File: config.mk
export PLATFORM = sky130hd
export DESIGN_NAME = mips_lsu
export DESIGN_NICKNAME = d
export VERILOG_FILES = /design/src/rtl/mips_lsu.sv
export SDC_FILE = /design/constraint.sdc
export NUM_CORES = 1
export LEC_CHECK = 0
export CELL_PAD_IN_SITES_DETAIL_PLACEMENT = 0
export CELL_PAD_IN_SITES_GLOBAL_PLACEMENT = 1
export CORE_MARGIN = 5
export CORE_UTILIZATION = 25
export DETAILED_ROUTE_END_ITERATION = 6
export PLACE_DENSITY_LB_ADDON = 0.1
export SLEW_MARGIN = 20
export SYNTH_ARGS = -nofsm -noshare
export SYNTH_HDL_FRONTEND = slang
export SYNTH_SLANG_ARGS = --single-unit
File: constraint.sdc
create_clock -name clk -period 2.3 [get_ports clk]
set_clock_uncertainty 0.1 [all_clocks]
set_input_delay 0.345 -clock clk [delete_from_list [all_inputs] [get_ports clk]]
set_output_delay 0.345 -clock clk [all_outputs]
set_load 0.02 [all_outputs]
File: src/rtl/mips_lsu.sv
// Load/store unit: aligns byte/half/word core accesses onto a little-endian 32-bit data bus,
// runs the req/ack handshake with data memory and reports AdEL/AdES/DBE faults.
module mips_lsu #(
  parameter int unsigned TIMEOUT = 64
) (
  input  logic        clk,
  input  logic        rst_b,
  input  logic        req_valid,
  input  logic        req_store,
  input  logic [1:0]  req_size,
  input  logic        req_unsigned,
  input  logic [31:0] req_addr,
  input  logic [31:0] req_wdata,
  output logic        stall,
  output logic        resp_valid,
  output logic [31:0] resp_rdata,
  output logic        adel,
  output logic        ades,
  output logic        dbe,
  output logic [31:0] bad_addr,
  output logic        mem_req,
  output logic [29:0] mem_addr,
  output logic [31:0] mem_data_in,
  output logic [3:0]  mem_write_en,
  input  logic [31:0] mem_data_out,
  input  logic        mem_ack,
  input  logic        mem_excpt
);

  typedef enum logic [1:0] {StIdle, StWait, StResp, StErr} state_e;
  typedef enum logic [1:0] {ErrNone, ErrAdel, ErrAdes, ErrDbe} err_e;

  state_e      state_q, state_d;
  err_e        err_q, err_d;
  logic [7:0]  cnt_q, cnt_d;
  logic [31:0] rdata_q, rdata_d;
  logic [31:0] bad_addr_q, bad_addr_d;

  logic        req_store_q;
  logic        req_unsigned_q;
  logic [1:0]  req_size_q;
  logic [31:0] req_addr_q;
  logic [31:0] req_wdata_q;

  logic        req_fault;
  logic        timeout;
  logic [7:0]  ld_byte;
  logic [15:0] ld_half;
  logic [31:0] load_data;
  logic [3:0]  lane_we;
  logic [31:0] lane_data;

  assign req_fault = (req_size == 2'd3) ||
                     (req_size == 2'd1 && req_addr[0]) ||
                     (req_size == 2'd2 && req_addr[1:0] != 2'd0);

  assign timeout = (cnt_q == 8'(TIMEOUT - 1));

  // Load extraction from the lane selected by the latched address.
  assign ld_byte = mem_data_out[{req_addr_q[1:0], 3'b000} +: 8];
  assign ld_half = req_addr_q[1] ? mem_data_out[31:16] : mem_data_out[15:0];

  always_comb begin
    case (req_size_q)
      2'd0:    load_data = {{24{~req_unsigned_q & ld_byte[7]}}, ld_byte};
      2'd1:    load_data = {{16{~req_unsigned_q & ld_half[15]}}, ld_half};
      default: load_data = mem_data_out;
    endcase
  end

  // Store data is replicated across lanes; the write mask picks the lanes that land.
  always_comb begin
    case (req_size_q)
      2'd0: begin
        lane_we   = 4'b0001 << req_addr_q[1:0];
        lane_data = {4{req_wdata_q[7:0]}};
      end
      2'd1: begin
        lane_we   = req_addr_q[1] ? 4'b1100 : 4'b0011;
        lane_data = {2{req_wdata_q[15:0]}};
      end
      default: begin
        lane_we   = 4'b1111;
        lane_data = req_wdata_q;
      end
    endcase
  end

  // State register and datapath registers.
  always_ff @(posedge clk or negedge rst_b) begin
    if (!rst_b) begin
      state_q        <= StIdle;
      err_q          <= ErrNone;
      cnt_q          <= '0;
      rdata_q        <= '0;
      bad_addr_q     <= '0;
      req_store_q    <= 1'b0;
      req_unsigned_q <= 1'b0;
      req_size_q     <= '0;
      req_addr_q     <= '0;
      req_wdata_q    <= '0;
    end else begin
      state_q    <= state_d;
      err_q      <= err_d;
      cnt_q      <= cnt_d;
      rdata_q    <= rdata_d;
      bad_addr_q <= bad_addr_d;
      if (state_q == StIdle && req_valid && !req_fault) begin
        req_store_q    <= req_store;
        req_unsigned_q <= req_unsigned;
        req_size_q     <= req_size;
        req_addr_q     <= req_addr;
        req_wdata_q    <= req_wdata;
      end
    end
  end

  // Next-state logic.
  always_comb begin
    state_d = state_q;
    case (state_q)
      StIdle: begin
        if (req_valid) state_d = req_fault ? StErr : StWait;
      end
      StWait: begin
        if (mem_excpt)    state_d = StErr;
        else if (mem_ack) state_d = StResp;
        else if (timeout) state_d = StErr;
      end
      StResp:  state_d = StIdle;
      StErr:   state_d = StIdle;
      default: state_d = StIdle;
    endcase
  end

  // Datapath next-state: wait counter, fault kind/address, captured load data.
  always_comb begin
    err_d      = err_q;
    cnt_d      = cnt_q;
    rdata_d    = rdata_q;
    bad_addr_d = bad_addr_q;
    case (state_q)
      StIdle: begin
        cnt_d = '0;
        if (req_valid && req_fault) begin
          err_d      = req_store ? ErrAdes : ErrAdel;
          bad_addr_d = req_addr;
        end
      end
      StWait: begin
        cnt_d = cnt_q + 8'd1;
        if (mem_excpt || (!mem_ack && timeout)) begin
          err_d      = ErrDbe;
          bad_addr_d = req_addr_q;
        end else if (mem_ack) begin
          rdata_d = req_store_q ? '0 : load_data;
        end
      end
      default: ;
    endcase
  end

  // Outputs. stall is gated by reset so a held req_valid cannot stall the core in reset.
  always_comb begin
    stall        = 1'b0;
    mem_req      = 1'b0;
    mem_write_en = '0;
    resp_valid   = 1'b0;
    adel         = 1'b0;
    ades         = 1'b0;
    dbe          = 1'b0;
    case (state_q)
      StIdle: stall = req_valid & rst_b;
      StWait: begin
        stall        = 1'b1;
        mem_req      = 1'b1;
        mem_write_en = req_store_q ? lane_we : 4'b0000;
      end
      StResp: resp_valid = 1'b1;
      StErr: begin
        adel = (err_q == ErrAdel);
        ades = (err_q == ErrAdes);
        dbe  = (err_q == ErrDbe);
      end
      default: ;
    endcase
  end

  assign mem_addr    = req_addr_q[31:2];
  assign mem_data_in = lane_data;
  assign resp_rdata  = rdata_q;
  assign bad_addr    = bad_addr_q;

endmodule

==> reports/summary.txt, run 1 <==
status: finished, final reports clean
Clock Latency Late Sink: 0.42 ns
crit-path max FO: 36
Internal Power: 9.34 mW
Final Cycle Share: 95.7%
Vias: 5592
Critical-path top delay cell: dfrtp_2
Root Buffer: clkbuf_16
# nets final: 935
CP delay by family, top: buffers and inverters
GRT Util Overall: 14.3%
layout cell share with drive strength beyond 1: 25.2%
largest net degree at the start of global routing: 87
top area cells in the synthesized netlist: dfrtp_1 50%, mux2_2 10%, o221a_2 4.2%
DR pass1 iterations: 4
cell taking the most area after synthesis: dfrtp_1
total grt overflow: 0
total die area: 32400 um^2
Final Hold Viols: 0
CTS H-tree lvls: 4
first-pass GRT wire length: 36.7 mm
Inst Count DP: 1193
Synth async-reset ratio: 100%
Max Slew Vio Count: 0
n_diodes: 0
DR WL/cell: 19.3 um
combinational share of power: 52.3%
I/O Buffers: 240
post-route ant nets: 0
core area: 28600 um^2
Pwr Total: 15.6 mW
dominant synthesized flop cell: dfrtp_1
crit path capture type: primary output
# DRC: 0
Switching Fraction: 40.1%
most frequent cell after synthesis: dfrtp_1
row count: 62
sequential-to-total area share from yosys stat: 49.8%
critical path data arrival time: 1.76 ns
GPL Wtd Cong: 0.741
mean number of vias per cell: 4.56
Synth top area share: 49.8%
Gate Count Post-Synth: 611
non-filler cells, final: 1226
Reg clk slew, reported paths: 0.07 ns
Layout area overhead: 46.7%
Post-synth EDFFs: 0
Min Clock Period, post-route: 2.20 ns
worst slew pin tran: 0.861 ns
clk sinks: 144
Die Ht: 180 um
worst-path cell chain: buf_12 > mux2_2 > dlygate4sd2_1
static leakage: 4.49 nW
Cell Pwr Density: 1470 nW/um^2
yosys warns: 0
HPWL Detailed: 17.1 mm
# IOs: 241
RSZ-0062 raised after global routing: true
sequential group share of total power: 29.2%
Net Sw Power: 6.27 mW
Worst path max stage delay: 0.43 ns
Fmax: 455 MHz
distinct cell type count after synthesis: 49
synthesized area per cell: 11.8 um^2
setup bufs post-CTS: 0
max_cap viols: 0
Slew HR: 42.5%
Clock Power Share: 18.5%
Post-Syn Nets: 717
Yosys reg bits: 144
Die W: 180 um
Synth Cell Area: 7230 um^2
buffers plus inverters on the worst setup path: 2
final setup fails: 0
Worst VDD drop: 531 uV
initial core utilization: 25.3%
vias in the first global route: 6109
Data required, critical path: 1.86 ns
CTS tree: yes
1st-iter DRT viols: 277
clock buffer depth: 2
final WL: 23.6 mm
Hold Crit Class: input pin to async pin
CTS buffer count: 17
initial antenna violation count: 1
most frequent cells after synthesis: 144 x dfrtp_1, 65 x mux2_2, 48 x nand2_1
CP startpoint kind: register
type of the worst setup path: register to primary output
Finished Core Util: 37.1%
## power groups by stage
| stage | clock, mW | sequential [mW] | combinational [mW] |
|---|---|---|---|
| floorplan | 0 | 4.88 | 4.71 |
| global placement | 0 | 4.56 | 8.54 |
| detailed placement | 0 | 4.58 | 8.59 |
| CTS | 2.99 | 4.57 | 8.39 |
| global route | 3.09 | 4.73 | 8.74 |
| finish | 2.88 | 4.56 | 8.17 |
## flip-flops by register name, indices dropped and copies added, names as in the netlist
name	cells
bad_addr	32
req_addr_q	32
req_wdata_q	32
resp_rdata	32
cnt_q	8
err_q	2
req_size_q	2
state_q	2
req_store_q	1
req_unsigned_q	1
## layer usage
metal | share of wire [%] | GRT usage [%] | up-vias | wire, um
met5 | 0 | 0 | - | 0
met4 | 0.85 | 3.12 | 0 | 201
met3 | 6.2 | 4.42 | 10 | 1460
met2 | 49 | 23.9 | 172 | 11500
met1 | 44 | 18.3 | 2774 | 10500
li1 | - | - | 2636 | -
## final cells by class
class | count | area, um^2
fill | 2802 | 18000
inverter | 11 | 41.3
tap | 384 | 480
clock buffer | 17 | 425
timing repair buffer | 281 | 2770
sequential | 144 | 3600
clock inverter | 15 | 181
multi-input combinational | 374 | 3110
## final timing paths
path | end | cells past startpoint | start | slack [ns]
setup / recovery | mem_data_in[18] | 3 | req_size_q[1] | 0.1
hold / removal | cnt_q[6] | 2 | rst_b | 0.06
setup reg to reg | resp_rdata[2] | 5 | req_size_q[1] | 0.20
hold reg to reg | resp_rdata[1] | 1 | resp_rdata[1] | 0.39
max in group asynchronous | req_addr_q[25] | 3 | rst_b | 1.20
min in group clk | resp_rdata[1] | 1 | resp_rdata[1] | 0.39
## metrics by stage
step,hold WS (ns),setup WS [ns],instance area [um^2],setup TNS (ns)
after detailed placement,0.380,-0.0512,10100,-1.36
after global placement,0.372,-0.0245,10100,-0.616
after floorplan,-0.0506,0.304,7230,0
after global routing,0.138,-0.0118,10600,-0.0258
after CTS,0.0887,-0.0287,10700,-0.0287
final,0.0643,0.0999,10600,0
## cell families after synthesis
| family | after synthesis | share of synthesized area (%) |
|---|---|---|
| flops | 144 | 49.8 |
| compound gates | 142 | 16.1 |
| simple gates | 127 | 9.19 |
| mux | 102 | 16.8 |
| buf+inv | 93 | 7.66 |
| xor+xnor | 2 | 0.242 |
| fa+ha+maj | 1 | 0.173 |
## worst register-to-register path, delay by kind of cell, from the launching register on
family / cells / cell delay [ns]
buf+inv: 1 / 0.21
simple gates: 1 / 0.71
flops: 1 / 0.45
compound gates: 3 / 0.52
## timing repair
action                                  4_1_cts  5_1_grt
pin swaps                                     0        0
resized for setup                            54       24
endpoints found under the setup margin       32       21
hold buffers                                  1        0
hold endpoints to repair                     86        0
## cell usage in the layout, fill, tap and decap left out, types with 9 or more instances in the layout
cell type	n
a21o_1	10
a21oi_1	21
a22o_1	12
buf_12	10
buf_2	9
buf_4	29
clkbuf_16	17
clkdlybuf4s50_1	206
dfrtp_1	143
dlygate4sd2_1	12
inv_1	11
mux2_2	65
mux2_4	20
mux2i_1	16
nand2_1	48
nand2b_1	37
nor2_1	15
o211ai_1	17
o21ai_0	10
o221a_2	27
o22ai_1	9
(Power assumes the default switching activity.)
==> run 2, diff against run 1 <==
CORE_UTILIZATION = 36   (was 25)
SKIP_LAST_GASP = 1   (was not set)
==> run 2 against run 1 <==
Compared with the run above:
- the flow now finishes with violations (negative hold slack)
- sequential power about the same
- count of clock-buffer cells in the layout rose by 2
- combinational power hardly changed
- via count is 0.39% lower
- clock power decreased by 3%
- non-clock buffer count increased by 2
- largest cell class unchanged
- highest routed layer unchanged
- die area down 29%
==> reports/summary.txt, run 2 (same netlist as run 1, synthesis figures left out) <==
# DRC: 0 (unchanged)
row count: 51 (-18%)
worst-path cell chain: nor2_2 > buf_12 > mux2_2 > dlygate4sd2_1
Fillers: 1739 (-38%)
GRT Util Overall: 18.4% (+4.1 points)
buffers plus inverters on the worst setup path: 2 (unchanged)
static leakage: 4.61 nW (+2.7%)
CP delay by family, top: buffers and inverters
Max Slew Vio Count: 0 (unchanged)
fin worst setup slack: 0.0542 ns (-0.0457 ns)
I/O Buffers: 240 (unchanged)
Layout area overhead: 45.5%
commonest non-fill, non-tap cell in the layout: clkdlybuf4s50_1
type of the worst setup path: register to primary output
violated checks: negative hold slack
max_cap viols: 0 (unchanged)
total die area: 23000 um^2 (-29%)
CTS tree: yes
Hold Slack: -0.0272 ns (-0.0915 ns)
Final Cycle Share: 97.6% (+2.0 points)
initial antenna violation count: 0 (-1)
DR WL/cell: 19.0 um (-1.7%)
pre-CTS setup slack: -0.0475 ns (+0.00365 ns)
Clock Latency Late Sink: 0.41 ns (about the same)
Cell Pwr Density: 1470 nW/um^2 (+0.16%)
# IOs: 241 (unchanged)
CTS buffer count: 17 (unchanged)
final setup fails: 0 (unchanged)
clk sinks: 144 (unchanged)
Worst VDD drop: 762 uV (+44%)
# nets final: 937 (+0.21%)
met1 Use GR: 24.2% (+5.9 points)
GPL Wtd Cong: 0.803 (+8.5%)
total grt overflow: 0 (unchanged)
largest net degree at the start of global routing: 145 (+67%)
Hold Crit Class: input pin to async pin
worst slew pin tran: 0.777 ns (-0.0840 ns)
critical path data arrival time: 1.80 ns (+0.04 ns)
n_diodes: 0 (unchanged)
Critical-path top delay cell: dfrtp_2
first-pass GRT wire length: 32.9 mm (-10%)
1st-iter DRT viols: 256 (-7.6%)
Die Ht: 152 um (-16%)
Min Clock Period, post-route: 2.25 ns (+0.0457 ns)
Reg clk slew, reported paths: 0.06 ns (about the same)
Slew HR: 48.2% (+5.7 points)
status: finished with violations
HPWL Detailed: 15.4 mm (-10%)
DR pass1 iterations: 4 (unchanged)
routing usage on met2: 29.9% (+6.0 points)
crit-path max FO: 10 (-72%)
crit path capture type: primary output
initial core utilization: 36.8% (+12 points)
core area: 19700 um^2 (-31%)
Worst path max stage delay: 0.44 ns (about the same)
Register Area: 3600 um^2 (unchanged)
RSZ-0062 raised after global routing: true
Final Hold Viols: 21 (+21)
busiest grt layer: met2
Data required, critical path: 1.86 ns (about the same)
final WL: 21.0 mm (-11%)
most frequent cells in the layout: 207 x clkdlybuf4s50_1, 143 x dfrtp_1, 65 x mux2_2, 48 x nand2_1, 37 x nand2b_1
Root Buffer: clkbuf_16
Vias: 5570 (-0.39%)
layout cell share with drive strength beyond 1: 24.2% (-1.0 points)
clock buffer depth: 2 (unchanged)
post-route ant nets: 0 (unchanged)
CTS H-tree lvls: 4 (unchanged)
vias in the first global route: 5937 (-2.8%)
Die W: 152 um (-16%)
multi-input combinational cell area: 3110 um^2 (unchanged)
CP startpoint kind: register
met3 Usage GRT: 5.29% (+0.87 points)
mean number of vias per cell: 5.02 (+10%)
Fmax: 445 MHz (-2.0%)
run 2: changes by cell type in the layout (fill, tap and decap cells not counted), moves of 2 or more:
cell,delta
dlymetal6s2s_1,+11
inv_8,-5
buf_4,+5
clkinv_8,-2
buf_2,-9
clkinv_2,+2
run 2: power by group:
group / switching [mW] / internal [mW] / total, mW / leakage, nW
clock: 1.13 / 1.65 / 2.79 / 0.291
sequential: 0.860 / 3.68 / 4.54 / 1.72
combinational: 3.99 / 4.18 / 8.18 / 2.60
total: 5.99 / 9.52 / 15.5 / 4.61
run 2: repair_timing:
item                                    in CTS  in global routing
hold buffers                                 0                  0
endpoints found under the setup margin      28                 22
cloned                                       0                  0
resized for setup                           22                 26
setup buffers                                0                  0
run 2: through the flow:
stage / util, % / area (um^2) / std cells / setup TNS (ns) / power, mW
final: 53.5 / 10500 / 1109 / 0 / 15.5
after floorplan: - / 7230 / 611 / 0 / 9.59
after global placement: 50.4 / 9910 / 1077 / -0.0371 / 12.8
after CTS: 53.3 / 10500 / 1109 / -1.58 / 15.7
after detailed placement: 50.4 / 9910 / 1077 / -1.31 / 13.0
after global routing: 53.5 / 10500 / 1109 / -0.00967 / 16.4
run 2: layer usage:
layer	share of wire, %	vias up
met5	0	-
met4	1.3	0
met3	7.3	20
met2	49	178
met1	43	2737
li1	-	2635
run 2: final timing paths:
| path | from | to | slack, ns | cells past startpoint |
|---|---|---|---|---|
| max in group asynchronous | rst_b | bad_addr[22] | 1.56 | 2 |
| worst max register to register | cnt_q[0] | bad_addr[17] | 0.27 | 6 |
| worst min register to register | resp_rdata[2] | resp_rdata[2] | 0.38 | 1 |
| worst min-delay path | rst_b | resp_rdata[21] | -0.03 | 2 |
| worst max-delay path | req_size_q[1] | mem_data_in[8] | 0.05 | 4 |
| min in group clk | resp_rdata[2] | resp_rdata[2] | 0.38 | 1 |
run 2: area by class of cell:
cell class / instances / area share [%]
inverters: 11 / 0.392
clock buffers: 19 / 4.21
flip-flops and latches: 144 / 34.3
well taps: 265 / 3.15
repair buffers: 283 / 27.0
clock inverters: 13 / 1.43
multi-input cells: 374 / 29.5
run 2: worst register-to-register path: stages (launching register included):
cell and delay (ns):
dfrtp_1 0.38, ha_1 0.19, nand3_1 0.23, nor4b_4 0.42
o21ai_2 0.10, buf_4 0.22, o221a_2 0.27
==> run 3, diff against run 2 <==
clock period = 2.5 ns   (was 2.3 ns; I/O delays follow)
==> run 3 against run 2 <==
Compared with the run above:
- the run now ends clean
- flip-flop and latch count did not move
- die area is the same
- worst hold slack improved by 0.098 ns
- sequential share of layout area rose by 0.55 points
- routed wire length rose by 0.34%
- critical path depth decreased by 1
- combinational power decreased by 8.9%
- total power decreased by 8.7%
- utilization fell by 0.84 points
- via count fell by 1.1%
- register-to-register slack gained 0.13 ns
- critical path type unchanged
==> reports/summary.txt, run 3 (same netlist as run 1, synthesis figures left out) <==
post-route ant nets: 0 (unchanged)
n_diodes: 0 (unchanged)
worst slew pin tran: 0.947 ns (+0.171 ns)
status: finished, final reports clean
GRT Util Overall: 18.5% (+0.096 points)
initial core utilization: 36.8% (unchanged)
Min Clock Period, post-route: 2.43 ns
1st-iter DRT viols: 251 (-2.0%)
commonest non-fill, non-tap cell in the layout: clkdlybuf4s50_1
Fmax: 412 MHz
type of the worst setup path: register to primary output
critical path data arrival time: 1.95 ns (+0.15 ns)
final setup fails: 0 (unchanged)
total die area: 23000 um^2 (unchanged)
first-pass GRT wire length: 33.1 mm (+0.44%)
most frequent cells in the layout: 219 x clkdlybuf4s50_1, 143 x dfrtp_1, 65 x mux2_2, 48 x nand2_1, 37 x nand2b_1
Hold Crit Class: input pin to async pin
Clock Latency Late Sink: 0.42 ns (about the same)
core area: 19700 um^2 (unchanged)
Cell Pwr Density: 1370 nW/um^2 (-7.2%)
crit-path max FO: 33 (+23)
hold_buf cts: 0 (unchanged)
Final Hold Viols: 0 (-100%)
# IOs: 241 (unchanged)
# nets final: 925 (-1.3%)
I/O Buffers: 240 (unchanged)
Max Slew Vio Count: 0 (unchanged)
layout cell share with drive strength beyond 1: 22.6% (-1.5 points)
clk sinks: 144 (unchanged)
Worst VDD drop: 657 uV (-14%)
HPWL Detailed: 15.3 mm (-0.52%)
Reg clk slew, reported paths: 0.06 ns (about the same)
Die W: 152 um (unchanged)
static leakage: 4.42 nW (-4.1%)
CTS tree: yes
CP startpoint kind: register
GPL Wtd Cong: 0.820 (+2.0%)
initial antenna violation count: 0 (unchanged)
clock buffer depth: 2 (unchanged)
mean number of vias per cell: 5.03 (about the same)
Root Buffer: clkbuf_16
DR pass1 iterations: 4 (unchanged)
total grt overflow: 0 (unchanged)
CTS H-tree lvls: 4 (unchanged)
Layout area overhead: 43.2%
Data required, critical path: 2.03 ns (+0.17 ns)
max_cap viols: 0 (unchanged)
DR WL/cell: 19.2 um (+1.5%)
final WL: 21.1 mm (+0.34%)
Finished Core Util: 52.7% (-0.84 points)
crit path capture type: primary output
Final Cycle Share: 97.2%
vias in the first global route: 5922 (-0.25%)
Vias: 5509 (-1.1%)
largest net degree at the start of global routing: 75 (-48%)
Slew HR: 36.8% (-11 points)
row count: 51 (unchanged)
# DRC: 0 (unchanged)
Die Ht: 152 um (unchanged)
CTS buffer count: 17 (unchanged)
Pwr Total: 14.2 mW (-8.7%)
==> run 3: metal layers <==
layer  up-vias  global-route usage, %  part of all wire, %
met5         -                      0                    0
met4         0                   5.17                  1.6
met3        24                   6.01                  7.0
met2       163                   29.4                   48
met1      2706                   24.3                   44
li1       2616                      -                    -
==> run 3: where the power goes <==
| group | switching, mW | total, mW | internal (mW) |
|---|---|---|---|
| logic | 3.65 | 7.45 | 3.81 |
| registers | 0.798 | 4.19 | 3.39 |
| clock network | 1.02 | 2.52 | 1.50 |
==> run 3: metrics by stage <==
stage                     instance area [um^2]  setup WS (ns)  hold WS (ns)   TNS, ns  std cells
after floorplan                           7230          0.474       -0.0206         0        611
after global placement                    9780          0.146         0.374         0       1065
after detailed placement                  9780          0.113         0.372         0       1065
after CTS                                10300        -0.0677         0.148    -0.321       1096
after global routing                     10400       -0.00202         0.159  -0.00202       1096
final                                    10400         0.0707        0.0711         0       1096
==> run 3: path summary, 6_finish.rpt <==
kind,startpoint,end,slack [ns],cells after the start
setup / recovery,req_size_q[1],mem_data_in[19],0.07,3
max in group asynchronous,rst_b,req_size_q[1],1.53,2
min in group clk,resp_rdata[6],resp_rdata[6],0.38,1
hold / removal,rst_b,resp_rdata[26],0.07,2
setup reg to reg,req_addr_q[1],resp_rdata[22],0.40,5
hold reg to reg,resp_rdata[6],resp_rdata[6],0.38,1
==> run 3: what timing repair did <==
action | CTS | global route
hold endpoints to repair | 0 | 0
setup buffers | 0 | 0
setup endpoints to repair | 27 | 11
resized for setup | 19 | 6
==> run 3: critical path, stage by stage, from the launching register on <==
cell and delay, ns:
dfrtp_2 0.43, buf_12 0.21, mux2_2 0.35, clkdlybuf4s50_1 0.54
==> run 3: final cells by class <==
cell class,instances,area [um^2]
fill,1778,9300
timing repair buffer,271,2700
clock inverter,12,131
tap,265,332
multi-input combinational,374,3100
clock buffer,19,443
inverter,11,41.3
sequential,144,3600
